==> src/rtl/pc_fetch_unit_if.sv <==
// ---------------------------------------------------------------------------
// pc_fetch_unit_if
// Groups every non-clock signal of the fetch unit: the redirect request from
// the EX-stage branch/jump controller, the hazard stall, the instruction
// memory handshake, the IF/ID fields and the flush/stall pipeline controls.
//
// modport master : the fetch unit itself (drives IMEM_READ/ADDRESS, IF/ID,
//                  FLUSH, STALL_OUT; samples redirect, stall and memory)
// modport slave  : the surrounding pipeline and instruction memory
// ---------------------------------------------------------------------------
interface pc_fetch_unit_if;
  logic        BRANCH_SEL;
  logic [31:0] B_PC;
  logic        HAZARD_STALL;
  logic        IMEM_BUSYWAIT;
  logic [31:0] IMEM_INSTR;
  logic        IMEM_READ;
  logic [31:0] IMEM_ADDRESS;
  logic [31:0] PC;
  logic [31:0] PC_4;
  logic [31:0] INSTRUCTION;
  logic        IF_VALID;
  logic        FLUSH;
  logic        STALL_OUT;

  modport master (
    input  BRANCH_SEL, B_PC, HAZARD_STALL, IMEM_BUSYWAIT, IMEM_INSTR,
    output IMEM_READ, IMEM_ADDRESS, PC, PC_4, INSTRUCTION, IF_VALID,
           FLUSH, STALL_OUT
  );

  modport slave (
    output BRANCH_SEL, B_PC, HAZARD_STALL, IMEM_BUSYWAIT, IMEM_INSTR,
    input  IMEM_READ, IMEM_ADDRESS, PC, PC_4, INSTRUCTION, IF_VALID,
           FLUSH, STALL_OUT
  );
endinterface

==> src/rtl/pc_fetch_unit.sv <==
// ---------------------------------------------------------------------------
// pc_fetch_unit
// Owns the fetch PC, issues instruction-memory reads with a busy-wait
// handshake, loads the IF/ID register and handles branch/jump redirects.
//
// Ports:
//   CLK    : system clock, rising edge
//   RESET  : asynchronous active-low reset
//   bus    : pc_fetch_unit_if.master
//            BRANCH_SEL/B_PC   redirect request and target
//            HAZARD_STALL      hold fetch (load-use)
//            IMEM_BUSYWAIT     current read still outstanding
//            IMEM_INSTR        returned word (valid when not busy)
//            IMEM_READ         read request (FETCH and REDIR_WAIT)
//            IMEM_ADDRESS      fetch address = F_PC
//            PC/PC_4/INSTRUCTION/IF_VALID  IF/ID fields
//            FLUSH             combinational clear of IF/ID and ID/EX
//            STALL_OUT         combinational freeze of upstream registers
// ---------------------------------------------------------------------------
module pc_fetch_unit #(
  parameter logic [31:0] RESET_PC  = 32'h0000_0000,
  parameter logic [31:0] NOP_INSTR = 32'h0000_0013
) (
  input  logic             CLK,
  input  logic             RESET,
  pc_fetch_unit_if.master  bus
);

  typedef enum logic [1:0] {
    IDLE       = 2'd0,
    FETCH      = 2'd1,
    REDIR_WAIT = 2'd2
  } state_t;

  state_t      state_q, state_d;
  logic [31:0] f_pc_q, f_pc_d;
  logic [31:0] pc_q, pc_d;
  logic [31:0] pc_4_q, pc_4_d;
  logic [31:0] instr_q, instr_d;
  logic        if_valid_q, if_valid_d;
  logic [31:0] redir_pc_q, redir_pc_d;

  // Redirect target word-aligned; the low bits are simply dropped.
  logic [31:0] b_tgt;
  logic [31:0] redir_tgt;

  assign b_tgt = bus.B_PC & 32'hFFFF_FFFC;

  always_comb begin
    state_d    = state_q;
    f_pc_d     = f_pc_q;
    pc_d       = pc_q;
    pc_4_d     = pc_4_q;
    instr_d    = instr_q;
    if_valid_d = if_valid_q;
    redir_pc_d = redir_pc_q;
    redir_tgt  = redir_pc_q;

    case (state_q)
      IDLE: begin
        // Memory status is irrelevant here; no read is issued yet.
        state_d = FETCH;
      end

      FETCH: begin
        if (bus.BRANCH_SEL) begin
          instr_d    = NOP_INSTR;
          if_valid_d = 1'b0;
          if (!bus.IMEM_BUSYWAIT) begin
            f_pc_d = b_tgt;
          end else begin
            // Keep the address stable for the outstanding read and park
            // the target until memory finishes.
            redir_pc_d = b_tgt;
            state_d    = REDIR_WAIT;
          end
        end else if (!bus.IMEM_BUSYWAIT && !bus.HAZARD_STALL) begin
          instr_d    = bus.IMEM_INSTR;
          pc_d       = f_pc_q;
          pc_4_d     = f_pc_q + 32'd4;
          if_valid_d = 1'b1;
          f_pc_d     = f_pc_q + 32'd4;
        end
      end

      REDIR_WAIT: begin
        // A late redirect overrides the parked one (last target wins).
        if (bus.BRANCH_SEL) begin
          redir_pc_d = b_tgt;
          redir_tgt  = b_tgt;
        end
        // The word returned for the abandoned address is dropped.
        if (!bus.IMEM_BUSYWAIT) begin
          f_pc_d  = redir_tgt;
          state_d = FETCH;
        end
      end

      default: begin
        state_d = IDLE;
      end
    endcase
  end

  always_ff @(posedge CLK or negedge RESET) begin
    if (!RESET) begin
      state_q    <= IDLE;
      f_pc_q     <= RESET_PC;
      pc_q       <= RESET_PC;
      pc_4_q     <= RESET_PC + 32'd4;
      instr_q    <= NOP_INSTR;
      if_valid_q <= 1'b0;
      redir_pc_q <= 32'h0000_0000;
    end else begin
      state_q    <= state_d;
      f_pc_q     <= f_pc_d;
      pc_q       <= pc_d;
      pc_4_q     <= pc_4_d;
      instr_q    <= instr_d;
      if_valid_q <= if_valid_d;
      redir_pc_q <= redir_pc_d;
    end
  end

  assign bus.IMEM_READ    = (state_q != IDLE);
  assign bus.IMEM_ADDRESS = f_pc_q;
  assign bus.PC           = pc_q;
  assign bus.PC_4         = pc_4_q;
  assign bus.INSTRUCTION  = instr_q;
  assign bus.IF_VALID     = if_valid_q;
  assign bus.FLUSH        = bus.BRANCH_SEL | (state_q == REDIR_WAIT);
  assign bus.STALL_OUT    = (state_q == FETCH) & bus.IMEM_BUSYWAIT & ~bus.BRANCH_SEL;

endmodule

==> src/flat_wrapper.sv <==
// flat-port wrapper written by rule: the top's interface ports become plain ports
module pc_fetch_unit_flat 
#(
  parameter logic [31:0] RESET_PC  = 32'h0000_0000,
  parameter logic [31:0] NOP_INSTR = 32'h0000_0013
)
  (CLK, RESET, bus_BRANCH_SEL, bus_B_PC, bus_HAZARD_STALL, bus_IMEM_BUSYWAIT, bus_IMEM_INSTR, bus_IMEM_READ, bus_IMEM_ADDRESS, bus_PC, bus_PC_4, bus_INSTRUCTION, bus_IF_VALID, bus_FLUSH, bus_STALL_OUT);
  pc_fetch_unit_if bus_i ();
  input  logic CLK;
  input  logic RESET;
  input wire logic [$bits(bus_i.BRANCH_SEL)-1:0] bus_BRANCH_SEL;
  input wire logic [$bits(bus_i.B_PC)-1:0] bus_B_PC;
  input wire logic [$bits(bus_i.HAZARD_STALL)-1:0] bus_HAZARD_STALL;
  input wire logic [$bits(bus_i.IMEM_BUSYWAIT)-1:0] bus_IMEM_BUSYWAIT;
  input wire logic [$bits(bus_i.IMEM_INSTR)-1:0] bus_IMEM_INSTR;
  output wire logic [$bits(bus_i.IMEM_READ)-1:0] bus_IMEM_READ;
  output wire logic [$bits(bus_i.IMEM_ADDRESS)-1:0] bus_IMEM_ADDRESS;
  output wire logic [$bits(bus_i.PC)-1:0] bus_PC;
  output wire logic [$bits(bus_i.PC_4)-1:0] bus_PC_4;
  output wire logic [$bits(bus_i.INSTRUCTION)-1:0] bus_INSTRUCTION;
  output wire logic [$bits(bus_i.IF_VALID)-1:0] bus_IF_VALID;
  output wire logic [$bits(bus_i.FLUSH)-1:0] bus_FLUSH;
  output wire logic [$bits(bus_i.STALL_OUT)-1:0] bus_STALL_OUT;
  assign bus_i.BRANCH_SEL = bus_BRANCH_SEL;
  assign bus_i.B_PC = bus_B_PC;
  assign bus_i.HAZARD_STALL = bus_HAZARD_STALL;
  assign bus_i.IMEM_BUSYWAIT = bus_IMEM_BUSYWAIT;
  assign bus_i.IMEM_INSTR = bus_IMEM_INSTR;
  assign bus_IMEM_READ = bus_i.IMEM_READ;
  assign bus_IMEM_ADDRESS = bus_i.IMEM_ADDRESS;
  assign bus_PC = bus_i.PC;
  assign bus_PC_4 = bus_i.PC_4;
  assign bus_INSTRUCTION = bus_i.INSTRUCTION;
  assign bus_IF_VALID = bus_i.IF_VALID;
  assign bus_FLUSH = bus_i.FLUSH;
  assign bus_STALL_OUT = bus_i.STALL_OUT;
  pc_fetch_unit #(.RESET_PC(RESET_PC), .NOP_INSTR(NOP_INSTR)) u_core (.CLK(CLK), .RESET(RESET), .bus(bus_i));
endmodule
==> config.mk <==
export PLATFORM = sky130hd
export DESIGN_NAME = pc_fetch_unit_flat
export DESIGN_NICKNAME = d
export VERILOG_FILES = /design/src/rtl/pc_fetch_unit_if.sv /design/src/rtl/pc_fetch_unit.sv /design/src/flat_wrapper.sv
export SDC_FILE = /design/constraint.sdc
export NUM_CORES = 1
export LEC_CHECK = 0
export CAP_MARGIN = 30
export CORE_MARGIN = 2
export CORE_UTILIZATION = 30
export CTS_CLUSTER_SIZE = 16
export DETAILED_ROUTE_END_ITERATION = 6
export MAX_ROUTING_LAYER = met4
export REMOVE_ABC_BUFFERS = 1
export SYNTH_ARGS = -nofsm -noshare
export SYNTH_HDL_FRONTEND = slang
export SYNTH_SLANG_ARGS = --single-unit
==> constraint.sdc <==
create_clock -name CLK -period 2.6 [get_ports CLK]
set_input_delay 0.65 -clock CLK [delete_from_list [all_inputs] [get_ports CLK]]
set_output_delay 0.65 -clock CLK [all_outputs]
set_load 0.03 [all_outputs]
After elaboration in Yosys (flattened, before gate mapping)
Cells that the tools add are included.
Widths: inputs -> output; s select.
{"block": "op_classes", "bitwise": 4, "reduce_logical": 12, "n_mux": 17, "order_cmp": 0, "n_shift": 0, "addsub": 1, "div_mod_pow": 0, "n_mul": 0, "n_eq_ne": 7}
{"cell": "$mux 32", "n": 9}
{"cell": "$pmux 32 s2", "n": 2}
{"cell": "$add 32x3->32 const B", "n": 1}
{"cell": "$reduce_and 3->1", "n": 3}
{"cell": "$mux 2", "n": 3}
{"cell": "$ne 2x2->1 const B", "n": 3}
{"cell": "$pmux 2 s3", "n": 1}
{"cell": "$reduce_bool 2->1", "n": 3}
{"cell": "$reduce_and 4->1", "n": 1}
{"cell": "$ne 3x2->1 const B", "n": 1}
{"cell": "$ne 3x3->1 const B", "n": 1}
{"cell": "$and 1x1->1", "n": 2}
{"cell": "$eq 2x1->1 const B", "n": 1}
{"cell": "$eq 2x2->1 const B", "n": 1}
{"cell": "$logic_not 1->1", "n": 2}
{"cell": "$logic_not 2->1", "n": 1}
{"cell": "$mux 1", "n": 2}
{"cell": "$reduce_and 2->1", "n": 1}
{"cell": "$logic_and 1x1->1", "n": 1}
{"cell": "$not 1->1", "n": 1}
{"cell": "$or 1x1->1", "n": 1}
{"block": "word_totals", "memories": 0, "reg_bits": 163, "inputBits": 69, "mem_bits_ro": 0, "ram_bits": 0, "latchBits": 0}

Logic depth before layout (Yosys ltp)
{"block": "logic_depth", "depth_word": 5, "mapped_depth": 10, "depth_no_buf": 7}

Worst setup path after synthesis
OpenSTA, ideal clock, no wires.
{"block": "synth_timing", "path_kind": "flip-flop to flip-flop", "start": "reg u_core.f_pc_q[10] (netlist: u_core.bus.IMEM_ADDRESS[10])", "end": "reg u_core.f_pc_q[25] (netlist: u_core.bus.IMEM_ADDRESS[25])", "slack_ns": 0.371, "path_stages_with_launch": 7, "required_time_ns": 2.531, "arrival_time_ns": 2.160, "n_path_buf": 1, "period_less_slack_ns": 2.229, "path_cell_list": "dfrtp_1 buf_2 nand4_4 nor4_4 nand4_2 or4_1 nand3_1"}
{"block": "synth_between", "elab_chain_cells": 4}
{"element": "start, declared", "line_no": "pc_fetch_unit.sv:36", "source": "logic [31:0] f_pc_q, f_pc_d;"}
{"element": "start signal, assigned", "line_no": "pc_fetch_unit.sv:116", "source": "f_pc_q <= f_pc_d;"}
{"element": "$add 32x3->32", "line_no": "pc_fetch_unit.sv:82", "source": "f_pc_d = f_pc_q + 32'd4;"}
{"element": "$mux 32", "line_no": "pc_fetch_unit.sv:77", "source": "end else if (!bus.IMEM_BUSYWAIT && !bus.HAZARD_STALL) begin"}
{"element": "$mux 32", "line_no": "pc_fetch_unit.sv:66", "source": "if (bus.BRANCH_SEL) begin"}
{"element": "$pmux 32 s2", "line_no": "pc_fetch_unit.sv:59", "source": "case (state_q)"}
Every way passes these cells. The select of a mux whose other input is x is not followed.
A chain may end at the register's enable or synchronous reset.

Worst setup path in the final report
{"block": "layout_timing", "start": "reg u_core.state_q[0]", "end": "out bus_IMEM_READ"}
{"block": "layout_between", "elab_chain_cells": 1}
{"element": "start, declared", "line_no": "pc_fetch_unit.sv:35", "source": "state_t state_q, state_d;"}
{"element": "start signal, assigned", "line_no": "pc_fetch_unit.sv:115", "source": "state_q <= state_d;"}
{"element": "$reduce_bool 2->1", "line_no": "pc_fetch_unit.sv:125", "source": "assign bus.IMEM_READ = (state_q != IDLE);"}
{"element": "end, declared", "line_no": "flat_wrapper.sv:16", "source": "output wire logic [$bits(bus_i.IMEM_READ)-1:0] bus_IMEM_READ;"}
Every way passes these cells.

==> results.sh <==
export IMPL_status="completed"
export IMPL_setup_violations=0
export IMPL_detail_route_iter0_violations=375
export IMPL_synthXorXnorAreaFrac_pct=3.216
export IMPL_root_buffer="clkbuf_16"
export IMPL_worst_pin_slew_ps=536.6
export IMPL_ys_flop_type="dfrtp_1"
export IMPL_layout_drive_gt1_share_pct=14.26
export IMPL_place_gp_congestion=0.7901
export IMPL_hold_violations=0
export IMPL_h_tree_depth=4
export IMPL_leakagePower_uw=0.004525
export IMPL_grt_max_degree=48
export IMPL_coreArea_sq_um=24180
export IMPL_syn_avg_cell_area_sq_um=10.18
export IMPL_synth_compound_area_share_pct=16.37
export IMPL_worstSetupEndpointType="output pin"
export IMPL_mappedNetlistArea_sq_um=7353
export IMPL_hp_class="in -> async"
export IMPL_vias=6133
export IMPL_fin_crit_sh_pct=95.84
export IMPL_cp_arrival_ps=1840
export IMPL_finalHoldWorstSlack_ps=171.5
export IMPL_rows=57
export IMPL_seqPwrFrac_pct=30.9
export IMPL_synth_area_mux_share_pct=4.866
export IMPL_cts_buffers=17
export IMPL_critical_path_class="reg -> out"
export IMPL_drv_cap=0
export IMPL_hpwl_um=15390
export IMPL_period_minus_slack_ps=2492
export IMPL_ys_seq_area_share_pct=54.86
export IMPL_grt_usage_pct=17.90
export IMPL_nNetsFinal=1000
export IMPL_p_sw_uw=5985
export IMPL_ys_types=58
export IMPL_io_pins=201
export IMPL_yosys_warnings=0
export IMPL_design_area_sq_um=10560
export IMPL_placed_cell_area_sq_um=9945
export IMPL_viasPerCell=4.852
export IMPL_cts_buffer_depth=2
export IMPL_synth_adder_area_share_pct=0.6806
export IMPL_crit_fanout=3
export IMPL_hold_buffers=0
export IMPL_p_int_uw=8220
export IMPL_instances_no_fill=1264
export IMPL_grt_pass1_vias=6256
export IMPL_synth_cells=722
export IMPL_netSwitchingFraction_pct=42.13
export IMPL_die_w_um=160.6
export IMPL_area_delta_synth_final_pct=43.66
export IMPL_p_per_area_nw_per_um2=1345
export IMPL_die_h_um=160.6
export IMPL_initial_core_util_pct=30.41
export IMPL_final_setup_tns_ps=0
export IMPL_rr_worst_depth=8
export IMPL_synth_top_family_by_area="compound AO/OA/AOI/OAI gates"
export IMPL_antenna_found_initial=0
export IMPL_power_frac_comb_pct=50.3
export IMPL_grt_pass1_wl_um=35020
export IMPL_wl_per_cell_um=17.39
export IMPL_pwr_share_clk_pct=18.8
export IMPL_gr_total_overflow=0
export IMPL_finalMaxSlewViolations=0
export IMPL_tritoncts="yes"
export IMPL_crit_required_ps=1950
export IMPL_insertedDiodeCount=0
export IMPL_dp_cells=1232
export IMPL_cp_start_kind="flip-flop"
export IMPL_die_area_sq_um=25780
export IMPL_synth_simple_gate_area_share_pct=16.20
export IMPL_async_flop_share_pct=100.0
export IMPL_path_clk_slew_ps=70
export IMPL_slew_headroom_pct=63.90
export IMPL_finClkSkew_ps=14.57
export IMPL_fmax_mhz=401.3
export IMPL_ys_seq_elements=161
export IMPL_route_detailed_drc=0
export IMPL_synth_edf_count=0
export IMPL_peakVddDrop_uv=703.8
export IMPL_rsz0062_at_grt="false"
export IMPL_wl_um=21990
export IMPL_cts_sinks=161
export IMPL_drtAntennaViolNets=0
export IMPL_worstSkewPairLatency_ps=430
export IMPL_dr_pass1_iters=7
export IMPL_io_buffer_count=198
## critical path, cell delays in order, from the launching register on
cell and delay, ps:
dfrtp_1 380, inv_1 80, ha_1 220, inv_1 60
clkdlybuf4s50_1 690
## synth_stat cells, types with 4 or more instances
library cell / n / share of area, %
xnor2_1: 19 / 2.3
ha_1: 4 / 0.68
a22oi_1: 6 / 0.61
a21oi_1: 28 / 1.9
a222oi_1: 8 / 1.1
or4_1: 4 / 0.41
o21ai_0: 69 / 4.7
xor2_1: 8 / 0.95
buf_2: 5 / 0.34
nand4_1: 10 / 0.85
clkbuf_1: 41 / 2.1
dfrtp_1: 157 / 53
buf_1: 8 / 0.41
nor3_1: 5 / 0.34
a22o_1: 35 / 4.2
mux2_2: 30 / 4.6
o31ai_1: 4 / 0.41
nor2b_1: 5 / 0.43
o22ai_1: 4 / 0.34
nand3_1: 19 / 1.3
inv_1: 14 / 0.71
o2bb2ai_1: 8 / 0.95
nor2_1: 28 / 1.4
nand2_1: 141 / 7.2
and3_1: 8 / 0.68
dfstp_2: 4 / 1.4
## metrics by stage
stage               util, %  worst slack [ps]  total power [uW]
global placement      41.02             178.9             11520
finish                43.69             108.3             14200
global route          43.69             41.27             15110
detailed placement    41.13             205.9             11620
CTS                   43.69             52.86             14360
floorplan                 -            -562.6              8367
## path summary, 6_finish.rpt
kind	slack [ps]	endpoint	from
hold / removal	170	u_core.bus.IMEM_ADDRESS[18]	RESET
setup reg to reg	400	u_core.bus.IMEM_ADDRESS[28]	u_core.state_q[0]
min in group CLK	470	u_core.bus.PC[27]	u_core.bus.PC[27]
hold reg to reg	470	u_core.bus.PC[27]	u_core.bus.PC[27]
setup / recovery	110	bus_IMEM_READ	u_core.state_q[0]
max in group asynchronous	1780	u_core.bus.PC[24]	RESET
## layout make-up
type	count	area (sq um)
fill	2332	13610
sequential	161	4034
multi-input combinational	490	3060
timing repair buffer	242	2387
clock buffer	17	425.4
tap	324	405.4
clock inverter	15	195.2
inverter	15	56.30
## metal layers
metal / share of wire (%) / GRT usage, % / wire length (um)
met1: 49 / 24.52 / 10670
met2: 44 / 26.31 / 9665
met3: 6.6 / 5.372 / 1456
met4: 0.89 / 3.726 / 195
met5: 0 / - / 0
## sequential cells by signal, indices dropped and copies added, names as in the netlist
name and cells:
u_core.bus.IF_VALID 1, u_core.bus.IMEM_ADDRESS 32, u_core.bus.INSTRUCTION 32, u_core.bus.PC 32, u_core.bus.PC_4 30, u_core.redir_pc_q 32
u_core.state_q 2
## timing repair
item / in CTS / in global routing
cloned: 0 / 0
setup buffers: 0 / 0
resized for setup: 1 / 1
endpoints found under the setup margin: 1 / 1
## power by group through the flow
stage	registers, uW	logic (uW)	clock network (uW)
floorplan	5960	2410	0
detailed placement	4430	7190	0
CTS	4400	7210	2750
finish	4390	7140	2670
global route	4560	7690	2850
global placement	4400	7120	0
## layout by cell type (no fill, tap or decap), types with 5 or more instances in the layout
cell type | Yosys | final
o2bb2ai_1 | 8 | 8
dfrtp_1 | 157 | 157
o21ai_0 | 69 | 68
inv_1 | 14 | 14
clkdlybuf4s50_1 | 0 | 194
nand3_1 | 19 | 18
xnor2_1 | 19 | 19
nor2_1 | 28 | 28
a21oi_1 | 28 | 28
xor2_1 | 8 | 8
a22o_1 | 35 | 35
inv_6 | 0 | 6
clkbuf_16 | 0 | 17
and3_1 | 8 | 7
nor3_1 | 5 | 5
mux2_2 | 30 | 30
nand4_1 | 10 | 10
buf_4 | 2 | 39
a222oi_1 | 8 | 8
nand2_1 | 141 | 141
buf_12 | 0 | 5
a22oi_1 | 6 | 6
## logic make-up after synthesis
group / count (synthesis)
mux: 32
xor+xnor: 27
buf+inv: 71
fa+ha+maj: 4
flops: 161
compound gates: 182
simple gates: 245
No activity file was read; power rests on OpenSTA's default activity.
